[src/rtl/serial_add_pkg.sv]
// serial_add_pkg: shared types and limits for the bit-serial adder controller.
//   state_t   : controller FSM states (IDLE, RUN, DONE)
//   MAX_WIDTH : largest supported operand width
package serial_add_pkg;

  typedef enum logic [1:0] {
    IDLE = 2'd0,
    RUN  = 2'd1,
    DONE = 2'd2
  } state_t;

  localparam int MAX_WIDTH = 64;

endpackage

[src/rtl/half_adder.sv]
// half_adder: 1-bit half adder, used in pairs to form the shared full-add slice.
// Ports:
//   a, b  : input bits
//   sum   : a ^ b
//   carry : a & b
module half_adder (
  input  logic a,
  input  logic b,
  output logic sum,
  output logic carry
);

  assign sum   = a ^ b;
  assign carry = a & b;

endmodule

[src/rtl/serial_add_ctrl.sv]
// serial_add_ctrl: bit-serial WIDTH-bit adder controller. Operand pairs are
// accepted over a valid/ready handshake, processed LSB-first one bit per clock
// through a full-add slice built from two half_adder instances, and the result
// is returned over a second valid/ready handshake.
//
// Optional build macro SERIAL_ADD_SUB_EN adds a 'sub' input; when set at the
// input handshake the block computes op_a - op_b (carry_out=1 means no borrow).
//
// Ports:
//   clk       : clock, rising edge
//   rst_n     : synchronous active-low reset
//   in_valid  : operand pair valid
//   in_ready  : controller can accept operands (IDLE)
//   op_a/op_b : operands
//   sub       : subtract request (only with SERIAL_ADD_SUB_EN)
//   out_valid : result valid (DONE)
//   out_ready : consumer accepts result
//   sum       : result bits, held until the next result
//   carry_out : final carry (unsigned overflow / not-borrow)
//   busy      : high in RUN or DONE
module serial_add_ctrl
  import serial_add_pkg::*;
#(
  parameter int WIDTH = 8
) (
  input  logic             clk,
  input  logic             rst_n,
  input  logic             in_valid,
  output logic             in_ready,
  input  logic [WIDTH-1:0] op_a,
  input  logic [WIDTH-1:0] op_b,
`ifdef SERIAL_ADD_SUB_EN
  input  logic             sub,
`endif
  output logic             out_valid,
  input  logic             out_ready,
  output logic [WIDTH-1:0] sum,
  output logic             carry_out,
  output logic             busy
);

  localparam int CW = (WIDTH > 1) ? $clog2(WIDTH) : 1;

  state_t state, state_next;

  logic [WIDTH-1:0] a_sh, b_sh, res_sh, res_next;
  logic [CW-1:0]    cnt;
  logic             carry, carry_next;
  logic             b_bit, last_bit;
  logic             ha0_s, ha0_c, ha1_s, ha1_c;

`ifdef SERIAL_ADD_SUB_EN
  logic sub_r;
  // Subtraction is A + ~B + 1: invert B per bit, carry starts at 1.
  assign b_bit = b_sh[0] ^ sub_r;
`else
  assign b_bit = b_sh[0];
`endif

  half_adder u_ha0 (.a(a_sh[0]), .b(b_bit), .sum(ha0_s), .carry(ha0_c));
  half_adder u_ha1 (.a(ha0_s),   .b(carry), .sum(ha1_s), .carry(ha1_c));

  assign carry_next = ha0_c | ha1_c;
  // New bit enters at the MSB so after WIDTH shifts bit 0 sits at the LSB.
  assign res_next   = WIDTH'({ha1_s, res_sh} >> 1);
  assign last_bit   = (cnt == CW'(WIDTH - 1));

  // NOTE: sequential state is written with non-blocking assignments so every
  // flop samples the pre-edge values regardless of statement order.
  always_ff @(posedge clk) begin
    if (!rst_n) state <= IDLE;
    else        state <= state_next;
  end

  // NOTE: every output of this block is given a default first so no path
  // leaves a signal unassigned, which would infer a latch.
  always_comb begin
    state_next = state;
    in_ready   = 1'b0;
    out_valid  = 1'b0;
    busy       = 1'b1;
    unique case (state)
      IDLE: begin
        in_ready = 1'b1;
        busy     = 1'b0;
        if (in_valid) state_next = RUN;
      end
      RUN: begin
        if (last_bit) state_next = DONE;
      end
      DONE: begin
        out_valid = 1'b1;
        if (out_ready) state_next = IDLE;
      end
      default: begin
        state_next = IDLE;
        busy       = 1'b0;
      end
    endcase
  end

  // NOTE: the whole datapath is cleared on reset (it is a handful of flops,
  // not a memory array), so a result interrupted by reset is never visible.
  always_ff @(posedge clk) begin
    if (!rst_n) begin
      a_sh      <= '0;
      b_sh      <= '0;
      res_sh    <= '0;
      carry     <= 1'b0;
      cnt       <= '0;
      sum       <= '0;
      carry_out <= 1'b0;
`ifdef SERIAL_ADD_SUB_EN
      sub_r     <= 1'b0;
`endif
    end else if (state == IDLE && in_valid) begin
      a_sh   <= op_a;
      b_sh   <= op_b;
      res_sh <= '0;
      cnt    <= '0;
`ifdef SERIAL_ADD_SUB_EN
      sub_r  <= sub;
      carry  <= sub;
`else
      carry  <= 1'b0;
`endif
    end else if (state == RUN) begin
      a_sh   <= a_sh >> 1;
      b_sh   <= b_sh >> 1;
      res_sh <= res_next;
      carry  <= carry_next;
      cnt    <= cnt + 1'b1;
      // Published result registers change only on the final bit, so they
      // stay stable through DONE and after it until the next result.
      if (last_bit) begin
        sum       <= res_next;
        carry_out <= carry_next;
      end
    end
  end

endmodule
[config.mk]
export PLATFORM = sky130hd
export DESIGN_NAME = serial_add_ctrl
export DESIGN_NICKNAME = d
export VERILOG_FILES = /design/src/rtl/serial_add_pkg.sv /design/src/rtl/half_adder.sv /design/src/rtl/serial_add_ctrl.sv
export SDC_FILE = /design/constraint.sdc
export NUM_CORES = 1
export LEC_CHECK = 0
export ABC_CLOCK_PERIOD_IN_PS = 1620
export CAP_MARGIN = 10
export CORE_UTILIZATION = 30
export CTS_BUF_LIST = sky130_fd_sc_hd__clkbuf_2 sky130_fd_sc_hd__clkbuf_4 sky130_fd_sc_hd__clkbuf_8
export DETAILED_ROUTE_END_ITERATION = 6
export PLACE_DENSITY = 0.47
export RECOVER_POWER = 50
export SLEW_MARGIN = 20
export SYNTH_ARGS = -nofsm -noshare
export SYNTH_HDL_FRONTEND = slang
export SYNTH_SLANG_ARGS = --single-unit
export TNS_END_PERCENT = 20
[constraint.sdc]
create_clock -name clk -period 1.62 [get_ports clk]
set_input_delay 0.324 -clock clk [delete_from_list [all_inputs] [get_ports clk]]
set_output_delay 0.324 -clock clk [all_outputs]
set_load 0.03 [all_outputs]
Word-level counts from Yosys, hierarchy flattened
Cells that the tools add are included.
{"block": "op_classes", "shifts": 0, "add_sub_neg": 1, "order_cmp": 0, "div_mod_pow": 0, "reduce_logical": 7, "bitwise_logic": 7, "n_mux": 11, "eq_ne": 6, "mul": 0}
{"op": "two-way mux 8 bit", "n": 4}
{"op": "two-way mux 2 bit", "n": 3}
{"op": "inequality test 2 bit (second input constant)", "n": 3}
{"op": "case mux 2 bit (3 select lines)", "n": 1}
{"op": "AND reduction 3 bit", "n": 2}
{"op": "OR reduction 2 bit", "n": 2}
{"op": "adder 3 x 1 -> 3 bit (second input constant)", "n": 1}
{"op": "equality test 3 bit (second input constant)", "n": 1}
{"op": "two-way mux 1 bit", "n": 3}
{"op": "bitwise AND 1 bit", "n": 2}
{"op": "equality test 2 x 1 -> 1 bit (second input constant)", "n": 1}
{"op": "equality test 2 bit (second input constant)", "n": 1}
{"op": "logical NOT 2 bit", "n": 1}
{"op": "inverter 1 bit", "n": 2}
{"op": "nonzero test 2 bit", "n": 1}
{"op": "XOR 1 bit", "n": 2}
{"op": "logical AND 1 bit", "n": 1}
{"op": "OR 1 bit", "n": 1}
{"block": "word_totals", "input_bits": 20, "mem_bits_ro": 0, "wordCells": 40, "n_memories": 0, "out_inout_bits": 12, "ram_bits": 0, "latch_bits": 0, "register_bits": 39}

Depth between registers and ports, before layout
{"block": "depth", "depth_word": 4, "mapped_depth": 7, "mapped_depth_nobuf": 5}

Cells and area by module
From an unflattened synthesis, not the netlist that was laid out.
{"block": "hier_totals", "cells_unflattened": 174, "hier_area_um2": 1635.3}
{"module": "serial_add_ctrl", "area_per_inst_um2": 1610.3, "n_inst": 1, "seq_area_each_um2": 760.7, "cells_per_inst": 172}
{"module": "half_adder", "area_per_inst_um2": 12.5, "n_inst": 2, "seq_area_each_um2": 0.0, "cells_per_inst": 1}

Worst setup path after synthesis
OpenSTA, ideal clock, no wires.
{"block": "synth_timing", "path_type": "register -> register", "startpoint": "reg state[0]", "endpoint": "reg carry", "t_arrival_ns": 1.390, "synth_period_minus_slack_ns": 1.507, "required_time_ns": 1.503, "setup_ns": 0.117, "stages_incl_launch_ff": 8, "setup_slack_ns": 0.113, "path_buffers": 2, "path_cell_list": "dfxtp_1 inv_1 ha_1 nand2_1 buf_2 nand2_1 buf_2 nor2_1"}
{"block": "synth_via", "elab_chain_len": 3, "elab_cells_between_ends": 4, "cone_classes": "1 x eq/ne; 3 x reduce/logical"}
{"item": "from (decl)", "line_no": "serial_add_ctrl.sv:44", "text": "state_t state, state_next;"}
{"item": "from (signal assigned)", "line_no": "serial_add_ctrl.sv:72", "text": "else state <= state_next;"}
{"item": "logical NOT 2 bit", "line_no": "serial_add_ctrl.sv:116", "text": "end else if (state == IDLE && in_valid) begin"}
{"item": "logical AND 1 bit", "line_no": "serial_add_ctrl.sv:116"}
{"item": "OR reduction 2 bit (no source line)"}
{"item": "to (signal assigned)", "line_no": "serial_add_ctrl.sv:131", "text": "carry <= carry_next;"}
{"item": "to (decl)", "line_no": "serial_add_ctrl.sv:48", "text": "logic carry, carry_next;"}
Several ways; a longest one is shown, not always the timed one.
A chain may end at the register's enable or synchronous reset.

Final worst setup path
{"block": "layout_timing", "startpoint": "reg state[1]", "endpoint": "reg cnt[2]"}
{"block": "layout_via", "elab_chain_len": 3, "elab_cells_between_ends": 4, "cone_classes": "1 x eq/ne; 3 x reduce/logical"}
{"item": "logical NOT 2 bit", "line_no": "serial_add_ctrl.sv:116"}
{"item": "logical AND 1 bit", "line_no": "serial_add_ctrl.sv:116"}
{"item": "OR reduction 2 bit (no source line)"}
{"item": "to (signal assigned)", "line_no": "serial_add_ctrl.sv:132", "text": "cnt <= cnt + 1'b1;"}
{"item": "to (decl)", "line_no": "serial_add_ctrl.sv:47", "text": "logic [CW-1:0] cnt;"}
Several ways; a longest one is shown, not always the timed one.

==> results.cfg <==
[floorplan]
io_pins = 32
die_width_um = 76.98
initial_utilization_pct = 32.00
num_rows = 26
core_area_mm2 = 0.005270
die_area_mm2 = 0.005926
die_h_um = 76.98

[synthesis]
synth.yosys.warnings = 0
synth_async_sr_flop_share_pct = 0
syn-cell-area_mm2 = 0.001687
synth-main-ff-cell = dfxtp_1
yosysTopAreaCell = dfxtp_1
synth_top_area_share_pct = 45.10
synthTopCellsByCount = dfxtp_1, mux2i_1, nand2_1
synthTopCellsByArea = dfxtp_1, mux2i_1, o211a_1
synth_seq_cells = 38
synth_enable_flop_cells = 0
postSynthAreaPerCell_um2 = 9.806
yosysSeqAreaShare_pct = 45.10
synth_nets = 199
syn_inst = 172
synth.most_common_cell = dfxtp_1
synth_cell_types = 20

[clock_tree]
cts_buffers = 5
tritoncts = done
htree_levels = 2
cts.sinks = 38
insertion_delay_ns = 0.29
path_clk_slew_ns = 0.08
clock_path_buffers = 2
root_buffer = clkbuf_8

[power_and_ir_drop]
p_seq_share_pct = 35.6
powerDensity_mw_per_mm2 = 1464
p_leak_nw = 1.011
ir_worst_vdd_mv = 0.6273
clkPwrFrac_pct = 29.8
p_comb_share_pct = 34.7
switching_share_pct = 30.43
power.switching_w = 0.001005
intPower_w = 0.002297

[hold_path]
hold_path_depth = 2
holdCritPathClass = reg -> reg

[grt]
use_met1_pct = 15.97
met3_usage_pct = 3.571
grt_pass1_wl_um = 5899
antenna_found_initial = 0
grt_pass1_vias = 1256
globalRoute.busiestLayer = met2
gr-total-overflow = 0
grt_usage_pct = 12.66
use_met2_pct = 20.27
grt_max_degree = 25

[layout]
antennaDiodeCount = 0
drive_gt1_share_pct = 12.02
fin_nets = 234
final_cells = 278
area_growth_syn_to_layout_pct = 33.75
stdcell_area_mm2 = 0.002256

[timing]
slew_headroom_pct = 75.91
timing.final.crit_share_pct = 93.92
rsz0062_at_grt = no
min_period_ns = 1.522
setup_viol = 0
finalClockSkew_ns = 0.007709
fmax_mhz = 657.2
worst_pin_slew_ns = 0.3605
hold_viol_final = 0
slew_viol_final = 0
setup_slack_ns = 0.09842

[status]
status = finished, final reports clean

[detailed_routing]
drt-total-wl_um = 3414
drt_pass1_iterations = 6
wl_per_cell_um = 12.28
drc = 0
drtIter0Drc = 63
vias = 1297
antenna_left = 0
viasPerCell = 4.665

[placement]
portBuffers = 31
place_worst_setup_slack_ns = -0.009124
hpwlAfterDp_um = 2511
post-place-cells = 270
placedInstanceArea_mm2 = 0.002131
gp_congestion = 0.7040

[worst_setup_path]
reg2reg_depth = 6
start_kind = register
crit_fanout = 10
cp.arrival_ns = 1.69
critical_path_class = reg -> reg
end_kind = register
cp.required_ns = 1.79

[flow_run]
cap_violations = 0
-- routing by layer --
metal	share of wire [%]	wire length, um
met5	0	0
met4	1.6	53
met3	4.9	168
met2	45	1540
met1	48	1652
-- through the flow --
step	total power [W]	hold slack, ns	utilization (%)	TNS, ns
finish	0.003302	0.4799	42.81	0
global route	0.003529	0.5108	42.81	0
CTS	0.003376	0.4831	43.00	0
detailed placement	0.002379	0.4717	40.43	-0.01643
global placement	0.002336	0.4625	40.43	0
floorplan	0.002007	0.4515	-	0
-- layout make-up --
cell class                 count  area, um^2
fill                         555        3014
multi-input combinational    116       858.3
sequential                    38       762.0
timing repair buffer          41       386.6
tap                           70       87.58
clock buffer                   6       82.58
clock inverter                 2       60.06
inverter                       5       18.77
-- power groups by stage --
stage | Combinational (W) | Clock (W) | Sequential, W
3_3_place_gp | 0.00115 | 0 | 0.00119
2_1_floorplan | 0.000839 | 0 | 0.00117
3_5_place_dp | 0.00118 | 0 | 0.00120
5_1_grt | 0.00127 | 0.00106 | 0.00119
6_report | 0.00114 | 0.000983 | 0.00117
4_1_cts | 0.00118 | 0.00102 | 0.00117
-- critical path, stage by stage (launching register included) --
cell and delay [ns]:
dfxtp_1 0.33, inv_1 0.10, ha_1 0.23, clkbuf_2 0.20, clkbuf_4 0.27, mux2i_1 0.22, nor2_1 0.05
-- flip-flops by register name, indices dropped and copies added, names as in the netlist --
| register | flops |
|---|---|
| state | 2 |
| carry | 1 |
| res_sh | 7 |
| b_sh | 8 |
| a_sh | 8 |
| sum | 8 |
| carry_out | 1 |
| cnt | 3 |
-- timing repair --
action | CTS | global route
pin swaps | 0 | 1
buffers inserted | 0 | 0
hold buffers | 0 | 0
gates resized for setup | 12 | 9
endpoints found under the setup margin | 9 | 6
-- kinds of logic (layout without fill, tap and decap cells) --
| kind of cell | Yosys count | count (layout) | synth area share, % |
|---|---|---|---|
| AO/OA/AOI/OAI | 35 | 35 | 16.47 |
| XOR/XNOR | 1 | 1 | 0.5194 |
| adder cells (fa/ha/maj) | 7 | 7 | 5.638 |
| buffers and inverters | 18 | 54 | 4.896 |
| multiplexers | 26 | 26 | 15.43 |
| AND/OR/NAND/NOR | 47 | 47 | 11.94 |
| flip-flops | 38 | 38 | 45.10 |
-- layout by cell type, fill, tap and decap left out, drive strengths merged, types with 2 or more instances in the layout --
cell	synthesis	final
dfxtp	38	38
mux2i	26	26
nand2	23	23
clkdlybuf4s50	0	19
o211a	14	14
a21boi	11	11
nor2	11	11
clkbuf	6	11
buf	7	10
nand3	9	9
o21ai	9	9
dlygate4sd2	0	7
ha	6	6
inv	5	5
nand3b	2	2
bufinv	0	2
and2	2	2
-- worst paths after layout --
check	from	slack (ns)	endpoint
setup / recovery	state[1]$_SDFFE_PN0P_	0.1	cnt[2]$_SDFFE_PP0P_
hold / removal	sum[2]$_SDFFE_PN0P_	0.48	sum[2]$_SDFFE_PN0P_
setup reg to reg	state[1]$_SDFFE_PN0P_	0.1	cnt[2]$_SDFFE_PP0P_
hold reg to reg	sum[2]$_SDFFE_PN0P_	0.48	sum[2]$_SDFFE_PN0P_
Note: power is estimated with default switching activity, not from simulation.
